--- config.mk ---
export PLATFORM = sky130hd
export DESIGN_NAME = ps2_cmd_tx
export DESIGN_NICKNAME = d
export VERILOG_FILES = /design/src/rtl/ps2_pkg.sv /design/src/rtl/ps2_line_sync.sv /design/src/rtl/ps2_cmd_tx.sv
export SDC_FILE = /design/constraint.sdc
export NUM_CORES = 1
export LEC_CHECK = 0
export CORE_MARGIN = 2
export CORE_UTILIZATION = 60
export CTS_CLUSTER_DIAMETER = 100
export DETAILED_ROUTE_END_ITERATION = 8
export PLACE_DENSITY = 0.87
export SYNTH_ARGS = -nofsm -noshare
export SYNTH_HDL_FRONTEND = slang
export SYNTH_SLANG_ARGS = --single-unit
--- constraint.sdc ---
create_clock -name CLOCK_50 -period 2.7 [get_ports CLOCK_50]
set_clock_uncertainty 0.1 [all_clocks]
set_input_delay 0.27 -clock CLOCK_50 [delete_from_list [all_inputs] [get_ports CLOCK_50]]
set_output_delay 0.27 -clock CLOCK_50 [all_outputs]
set_load 0.01 [all_outputs]
--- src/rtl/ps2_pkg.sv ---
// Shared types and constants for the PS/2 host transmit and receive paths.
package ps2_pkg;

  typedef enum logic [2:0] {
    IDLE,
    INHIBIT,
    START,
    SHIFT,
    ACK,
    WAIT_IDLE,
    DONE
  } ps2_state_t;

  localparam logic [7:0] CMD_SET_LEDS = 8'hED;
  localparam logic [7:0] CMD_ENABLE   = 8'hF4;
  localparam logic [7:0] CMD_RESET    = 8'hFF;
  localparam logic [7:0] RSP_ACK      = 8'hFA;

  // PS/2 frames carry odd parity over the eight data bits.
  function automatic logic odd_parity(input logic [7:0] data);
    return ~^data;
  endfunction

endpackage

--- src/rtl/ps2_line_sync.sv ---
// Synchronises the raw PS2_CLK/PS2_DAT pins and flags falling edges of the clock.
module ps2_line_sync #(
  parameter int STAGES = 2
) (
  input  logic clk,
  input  logic rst_n,
  input  logic clk_in,
  input  logic dat_in,
  output logic sync_clk,
  output logic sync_dat,
  output logic fall
);

  logic [STAGES-1:0] clk_pipe;
  logic [STAGES-1:0] dat_pipe;
  logic              prev_clk;

  // Pipes reset to 1 because an idle PS/2 bus sits high.
  always_ff @(posedge clk or negedge rst_n) begin
    if (!rst_n) begin
      clk_pipe <= '1;
      dat_pipe <= '1;
      prev_clk <= 1'b1;
    end else begin
      clk_pipe <= {clk_pipe[STAGES-2:0], clk_in};
      dat_pipe <= {dat_pipe[STAGES-2:0], dat_in};
      prev_clk <= clk_pipe[STAGES-1];
    end
  end

  assign sync_clk = clk_pipe[STAGES-1];
  assign sync_dat = dat_pipe[STAGES-1];
  assign fall     = prev_clk & ~sync_clk;

endmodule

--- src/rtl/ps2_cmd_tx.sv ---
// PS/2 host-to-device command transmitter: inhibit, request-to-send, shift out
// one byte on device clock falls, then collect the device ACK bit.
module ps2_cmd_tx
  import ps2_pkg::*;
#(
  parameter int INHIBIT_CYCLES = 5000,
  parameter int START_CYCLES   = 50,
  parameter int TIMEOUT_CYCLES = 750000,
  parameter int SYNC_STAGES    = 2
) (
  input  logic       CLOCK_50,
  input  logic       resetn,
  input  logic       cmd_valid,
  input  logic [7:0] cmd_byte,
  output logic       cmd_ready,
  input  logic       ps2_clk_in,
  input  logic       ps2_dat_in,
  output logic       ps2_clk_oe,
  output logic       ps2_dat_oe,
  output logic       tx_active,
  output logic       done,
  output logic       ack_ok,
  output logic       error
);

  localparam int PHASE_MAX = (INHIBIT_CYCLES > START_CYCLES) ? INHIBIT_CYCLES : START_CYCLES;
  localparam int PHASE_W   = $clog2(PHASE_MAX + 1);
  localparam int TO_W      = $clog2(TIMEOUT_CYCLES + 1);

  localparam logic [PHASE_W-1:0] INH_LAST   = PHASE_W'(INHIBIT_CYCLES - 1);
  localparam logic [PHASE_W-1:0] START_LAST = PHASE_W'(START_CYCLES - 1);
  localparam logic [TO_W-1:0]    TO_LAST    = TO_W'(TIMEOUT_CYCLES - 1);

  ps2_state_t         state;
  logic [PHASE_W-1:0] phase_cnt;
  logic [TO_W-1:0]    to_cnt;
  logic [3:0]         bit_cnt;
  logic [10:0]        shift;
  logic               sync_clk;
  logic               sync_dat;
  logic               fall;
  logic               timeout;

  ps2_line_sync #(
    .STAGES(SYNC_STAGES)
  ) u_sync (
    .clk      (CLOCK_50),
    .rst_n    (resetn),
    .clk_in   (ps2_clk_in),
    .dat_in   (ps2_dat_in),
    .sync_clk (sync_clk),
    .sync_dat (sync_dat),
    .fall     (fall)
  );

  assign timeout = (to_cnt == TO_LAST);

  always_ff @(posedge CLOCK_50 or negedge resetn) begin
    if (!resetn) begin
      state      <= IDLE;
      ps2_clk_oe <= 1'b0;
      ps2_dat_oe <= 1'b0;
      cmd_ready  <= 1'b1;
      tx_active  <= 1'b0;
      done       <= 1'b0;
      ack_ok     <= 1'b0;
      error      <= 1'b0;
      phase_cnt  <= '0;
      to_cnt     <= '0;
      bit_cnt    <= '0;
      shift      <= '0;
    end else begin
      done <= 1'b0;
      case (state)
        IDLE: begin
          if (cmd_valid && cmd_ready) begin
            shift      <= {1'b1, odd_parity(cmd_byte), cmd_byte};
            ack_ok     <= 1'b0;
            error      <= 1'b0;
            cmd_ready  <= 1'b0;
            tx_active  <= 1'b1;
            ps2_clk_oe <= 1'b1;
            ps2_dat_oe <= 1'b0;
            phase_cnt  <= '0;
            state      <= INHIBIT;
          end
        end

        INHIBIT: begin
          if (phase_cnt == INH_LAST) begin
            ps2_dat_oe <= 1'b1;
            phase_cnt  <= '0;
            state      <= START;
          end else begin
            phase_cnt <= phase_cnt + 1'b1;
          end
        end

        START: begin
          if (phase_cnt == START_LAST) begin
            ps2_clk_oe <= 1'b0;
            to_cnt     <= '0;
            bit_cnt    <= '0;
            state      <= SHIFT;
          end else begin
            phase_cnt <= phase_cnt + 1'b1;
          end
        end

        // Once the clock is handed to the device, a stalled device must not
        // hang the port, so the timeout takes priority over any clock fall.
        SHIFT, ACK, WAIT_IDLE: begin
          if (timeout) begin
            ps2_clk_oe <= 1'b0;
            ps2_dat_oe <= 1'b0;
            ack_ok     <= 1'b0;
            error      <= 1'b1;
            done       <= 1'b1;
            tx_active  <= 1'b0;
            state      <= DONE;
          end else begin
            to_cnt <= to_cnt + 1'b1;
            case (state)
              SHIFT: begin
                if (fall) begin
                  ps2_dat_oe <= ~shift[0];
                  shift      <= {1'b0, shift[10:1]};
                  bit_cnt    <= bit_cnt + 1'b1;
                  if (bit_cnt == 4'd9) state <= ACK;
                end
              end
              ACK: begin
                if (fall) begin
                  if (sync_dat) error  <= 1'b1;
                  else          ack_ok <= 1'b1;
                  state <= WAIT_IDLE;
                end
              end
              WAIT_IDLE: begin
                if (sync_clk && sync_dat) begin
                  done      <= 1'b1;
                  tx_active <= 1'b0;
                  state     <= DONE;
                end
              end
              default: ;
            endcase
          end
        end

        DONE: begin
          cmd_ready <= 1'b1;
          state     <= IDLE;
        end

        default: state <= IDLE;
      endcase
    end
  end

endmodule
Word level (Yosys, flattened, before mapping)
Index checks and enable logic that the tools add are counted.

Flip-flop bits (word level): 63. Input port bits: 13. Logic and storage cells: 129. Output and inout port bits: 7.

Reductions and logical operators: 22. Add/sub/neg operators: 3. Mux-type cells: 56. Equal/unequal tests: 30. Bitwise logic cells: 3.

Operator list (count): 11-bit two-way mux (4); 20-bit two-way mux (2); 20-bit one-hot mux with 2 select lines (1); 13-bit two-way mux (3); 13-bit one-hot mux with 3 select lines (1); 5-bit AND reduction (5); 3-bit two-way mux (8); 1-bit two-way mux (23); 11-bit one-hot mux with 2 select lines (1); 20-bit by 1-bit adder with 20-bit output, second input constant (1); 20-bit equality test, second input constant (1); 3-bit inequality test, second input constant (6); 4-bit two-way mux (4); 2-bit inequality test, second input constant (8); 4-bit inequality test, second input constant (4); 13-bit by 1-bit adder with 13-bit output, second input constant (1); 13-bit equality test, second input constant (1); 13-bit by 6-bit equality test with 1-bit output, second input constant (1); 3-bit one-hot mux with 4 select lines (1); 3-bit equality test, second input constant (3); 3-bit one-hot mux with 3 select lines (1); 3-bit nonzero test (3); 1-bit one-hot mux with 2 select lines (4); 4-bit one-hot mux with 2 select lines (1); 18 further kinds (26).

Depth between registers and ports, before layout
Depth after elaboration: 6. Gate-level depth with buffers: 8. Mapped depth without buffers: 7.

Hierarchy
From an unflattened synthesis, not the netlist that was laid out.

Cell total of the unflattened synthesis: 378. Area total of the unflattened synthesis: 3493.4 um^2.

Modules (own cells, without submodules): ps2_cmd_tx (instances 1, area each 3348.2 um^2, cells each 372, sequential area each 1427.6 um^2); ps2_line_sync (instances 1, area each 145.1 um^2, cells each 6, sequential area each 131.4 um^2).

Least setup slack after synthesis
No wires, ideal clock.

Kind: reg2reg. Start: register phase_cnt[6]. End: register state[2]. Slack: 593 ps. Data required time: 2520 ps. Period minus slack after synthesis: 2107 ps. Setup time: 80 ps. Path buffers: 0. Arrival time: 1928 ps. Cell stages (with the launch flop): 5. Path through: dfrtp_1 > or4_4 > or3_4 > a221oi_2 > mux2i_1.

Word-level cells in the longest chain between the ends: 3. Elaborated cells between the ends (all ways): 5. Classes of those cells: 4 x eq/ne; 1 x reduce/logical.

Ends and longest elaborated chain: from (decl) (RTL line ps2_cmd_tx.sv:35) `logic [PHASE_W-1:0] phase_cnt;`; from (signal assigned) (RTL line ps2_cmd_tx.sv:95) `phase_cnt <= phase_cnt + 1'b1;`; from (signal assigned) (RTL line ps2_cmd_tx.sv:106) `phase_cnt <= phase_cnt + 1'b1;`; 13-bit equality test or 13-bit by 6-bit equality test with 1-bit output (tied branches) (RTL line ps2_cmd_tx.sv:90, ps2_cmd_tx.sv:100); 2-bit inequality test (no source line); 8-bit AND reduction (no source line) (*); to (signal assigned) (RTL line ps2_cmd_tx.sv:85) `state <= INHIBIT;`; to (signal assigned) (RTL line ps2_cmd_tx.sv:93) `state <= START;`; to (signal assigned) (RTL line ps2_cmd_tx.sv:104) `state <= SHIFT;`; to (decl) (RTL line ps2_cmd_tx.sv:34) `ps2_state_t state;`.

Mark *: on every way between the ends. The rest lies on a longest branch, timed or not. A chain may end at the register's enable or synchronous reset.

Worst setup path in the final report
Start: register to_cnt[6]. End: register to_cnt[18].

Word-level cells in the longest chain between the ends: 3. Elaborated cells between the ends (all ways): 6. Classes of those cells: 1 x add/sub; 2 x eq/ne; 2 x mux; 1 x reduce/logical.

Ends and longest elaborated chain: from (decl) (RTL line ps2_cmd_tx.sv:36) `logic [TO_W-1:0] to_cnt;`; from (signal assigned) (RTL line ps2_cmd_tx.sv:122) `to_cnt <= to_cnt + 1'b1;`; 20-bit by 1-bit adder with 20-bit output or 20-bit equality test (tied branches) (RTL line ps2_cmd_tx.sv:122, ps2_cmd_tx.sv:56); 20-bit two-way mux or 2-bit inequality test (tied branches); 20-bit one-hot mux with 2 select lines or 3-bit AND reduction (tied branches).

Several ways; a longest one is shown, not always the timed one. The select of a mux whose other input is x is not followed.

==> flow_summary.toml <==
[run_status]
status = "finished, violations left"
violations = "negative hold slack"

[logic_synthesis]
syn_inst = 372
synth_nets = 390
synth_edf_count = 0
syn-cell-area_um2 = 3510
ys_types = 60
ys_ff_latch = 62
seq_area_frac_synth_pct = 44.4
synthArstFlopShare_pct = 100
synthFlopType = "dfrtp_1"
yosys_warnings = 0
avgSynthCellArea_um2 = 9.43

[layout]
postLayoutCoreUtil_pct = 71.7
n_antenna_cell = 0
layout-drive-gt1-share_pct = 14.7
ff_latch_area_um2 = 1560
nFillCells = 374
nets = 415
syn_to_final_growth_pct = 13.8
multi_input_area_um2 = 1820

[floorplanning]
dieArea_um2 = 6480
core-area_um2 = 5570
num_io_pins = 20
die_x_um = 80.5
rows = 27
die_h_um = 80.5
start_util_pct = 63.0

[critical_path]
critPathKind = "reg2reg"
crit_fanout = 16
ff2ff_setup_slack_ns = 0.33
reg2reg_depth = 5
critPathCaptureType = "flip-flop"
cp.required_ns = 2.87
cp-start-kind = "flip-flop"
r2r_start = "to_cnt[6]$_DFFE_PN0P_"
r2r-end = "to_cnt[18]$_DFFE_PN0P_"
arrival_ns = 2.54

[detailed_routing]
drt-pass1-iter-count = 5
antenna_left = 0
drc = 0
wl_per_cell_um = 17.1
first_iter_violations = 316
wirelength_um = 8120
vias = 3092
vias_per_cell = 6.52

[timing]
finalSetupViolations = 0
rsz0062_at_grt = "no"
hold_viol = 19
worst_pin_slew_ns = 0.985
post-route-period-util_pct = 87.7
fmax_mhz = 422
max-slew-margin-rel_pct = 34.3
holdWs_ns = -0.0164
maxSlewViolCount = 0
setup_tns_ns = 0
layout_min_cycle_time_ns = 2.37

[grt]
use_met3_pct = 5.62
grt_busiest_layer = "met2"
grt_pass1_vias = 2954
grt_use_met1_pct = 36.7
grt_overflow = 0
grtUsageMet2_pct = 45.3
grt_start_max_net_pins = 46
antenna_found_initial = 0
track_usage_pct = 28.0
grt_pass1_wl_um = 13900

[clock_tree]
post_cts_buffers = 0
clockRootBuffer = "clkbuf_8"
h-tree-depth = 3
clk_path_buf_depth = 2
clk_latency_ns = 0.35
numCtsBuffers = 9
clock_sinks = 62
clk_pin_slew_ns = 0.07
cts_tree = "built"
hold_buffers = 0
post_cts_resized = 0

[placed_design]
place.gp.congestion = 0.940
place_hpwl_um = 5370
io_buffers = 19

[hold_path]
hp-class = "in2async"

[power]
vdd_drop_max_mv = 0.413
p_leak_nw = 1.58
powerDensity_nw_per_um2 = 474

[run]
max_cap_viol_count = 0
## registers in the layout (all words and copies together), names as in the netlist, 2 cells and up
signal / cells
bit_cnt: 4
state: 3
shift: 10
u_sync.dat_pipe: 2
phase_cnt: 13
to_cnt: 20
u_sync.clk_pipe: 2
## power by group
group          internal (mW)  switching, mW
sequential             0.936        0.00303
clock                  0.524          0.358
combinational         0.0331         0.0380
## through the flow
| stage | area, um^2 | total power, mW | instances | setup slack (ns) |
|---|---|---|---|---|
| after floorplan | 3510 | 0.981 | 372 | 0.593 |
| after global placement | 3780 | 1.03 | 458 | 0.346 |
| after detailed placement | 3780 | 1.03 | 458 | 0.275 |
| after CTS | 4000 | 1.90 | 474 | 0.348 |
| after global routing | 4000 | 1.95 | 474 | 0.128 |
| final | 4000 | 1.89 | 474 | 0.331 |
## final cells by class
cell class                      instances  area share, %
Clock inverter                          3           1.00
Multi-Input combinational cell        282           45.6
Inverter                               14           1.32
Clock buffer                           13           4.48
Timing Repair Buffer                   28           6.33
Tap cell                               72           2.25
Sequential cell                        62           39.0
## synthesized netlist by cell type (5+ instances only)
master    number  area, um^2
and4_1         5        43.8
nand3_1       17        85.1
buf_2          7        35.0
mux2_2        10         113
dfstp_2        6         158
a21oi_1       33         165
or4_1         12        90.1
o31ai_1       15         113
inv_1         14        52.6
nor2_1        16        60.1
xnor2_1       10        87.6
nand4_1        8        50.1
ha_1           5        62.6
a211oi_1       6        45.0
and3_1         5        31.3
nand2b_1       5        31.3
dfrtp_1       56        1400
nand2_1       44         165
or3_1          9        56.3
o21ai_0       26         130
## worst max-delay path: stages, from the launching register on
cell and delay [ns]:
dfrtp_1 0.46, nor4_1 0.46, nand4_2 0.33, o211ai_2 0.59
o31ai_1 0.19, a21oi_1 0.15
## cell families (layout without fill, tap and decap cells)
group	Yosys count	after routing	synth area share [%]
compound gates	107	107	19.8
xor+xnor	13	13	3.24
fa+ha+maj	5	5	1.78
buf+inv	28	58	3.67
flops	62	62	44.4
mux	12	12	3.78
simple gates	145	145	23.4
## worst max-delay path by stage
stage / from / endpoint / slack [ns] / depth (start not counted)
after floorplan: phase_cnt[6]$_DFFE_PN0P_ / state[2]$_DFFE_PN0P_ / 0.59 / 4
after global placement: cmd_valid / shift[5]$_DFFE_PN0P_ / 0.35 / 6
after detailed placement: cmd_valid / shift[8]$_DFFE_PN0P_ / 0.28 / 6
after CTS: to_cnt[6]$_DFFE_PN0P_ / to_cnt[16]$_DFFE_PN0P_ / 0.35 / 5
after global routing: to_cnt[6]$_DFFE_PN0P_ / to_cnt[18]$_DFFE_PN0P_ / 0.13 / 5
final: to_cnt[6]$_DFFE_PN0P_ / to_cnt[18]$_DFFE_PN0P_ / 0.33 / 5
## cells in the final DEF, fill, tap and decap left out, drive strengths merged, types with 3 or more instances in the layout
cell / Yosys / final
nand2b: 5 / 5
and4: 5 / 5
o31ai: 15 / 15
nand3: 17 / 17
o21ai: 29 / 29
a211oi: 7 / 7
nor2: 17 / 17
o211ai: 5 / 5
ha: 5 / 5
nand2: 44 / 44
nor2b: 3 / 3
dfstp: 6 / 6
o22ai: 3 / 3
and3: 6 / 6
or4: 13 / 13
nand4: 9 / 9
buf: 10 / 10
mux2: 10 / 10
xnor2: 10 / 10
a21oi: 33 / 33
or3: 10 / 10
nor4: 4 / 4
clkdlybuf4s50: 0 / 18
dfrtp: 56 / 56
clkbuf: 4 / 13
xor2: 3 / 3
inv: 14 / 14
## metal layers
metal / wire, um / vias to the layer above
li1: - / 1443
met1: 3650 / 1491
met2: 3800 / 141
met3: 489 / 17
met4: 174 / 0
met5: 0 / -
(Power assumes the default switching activity.)
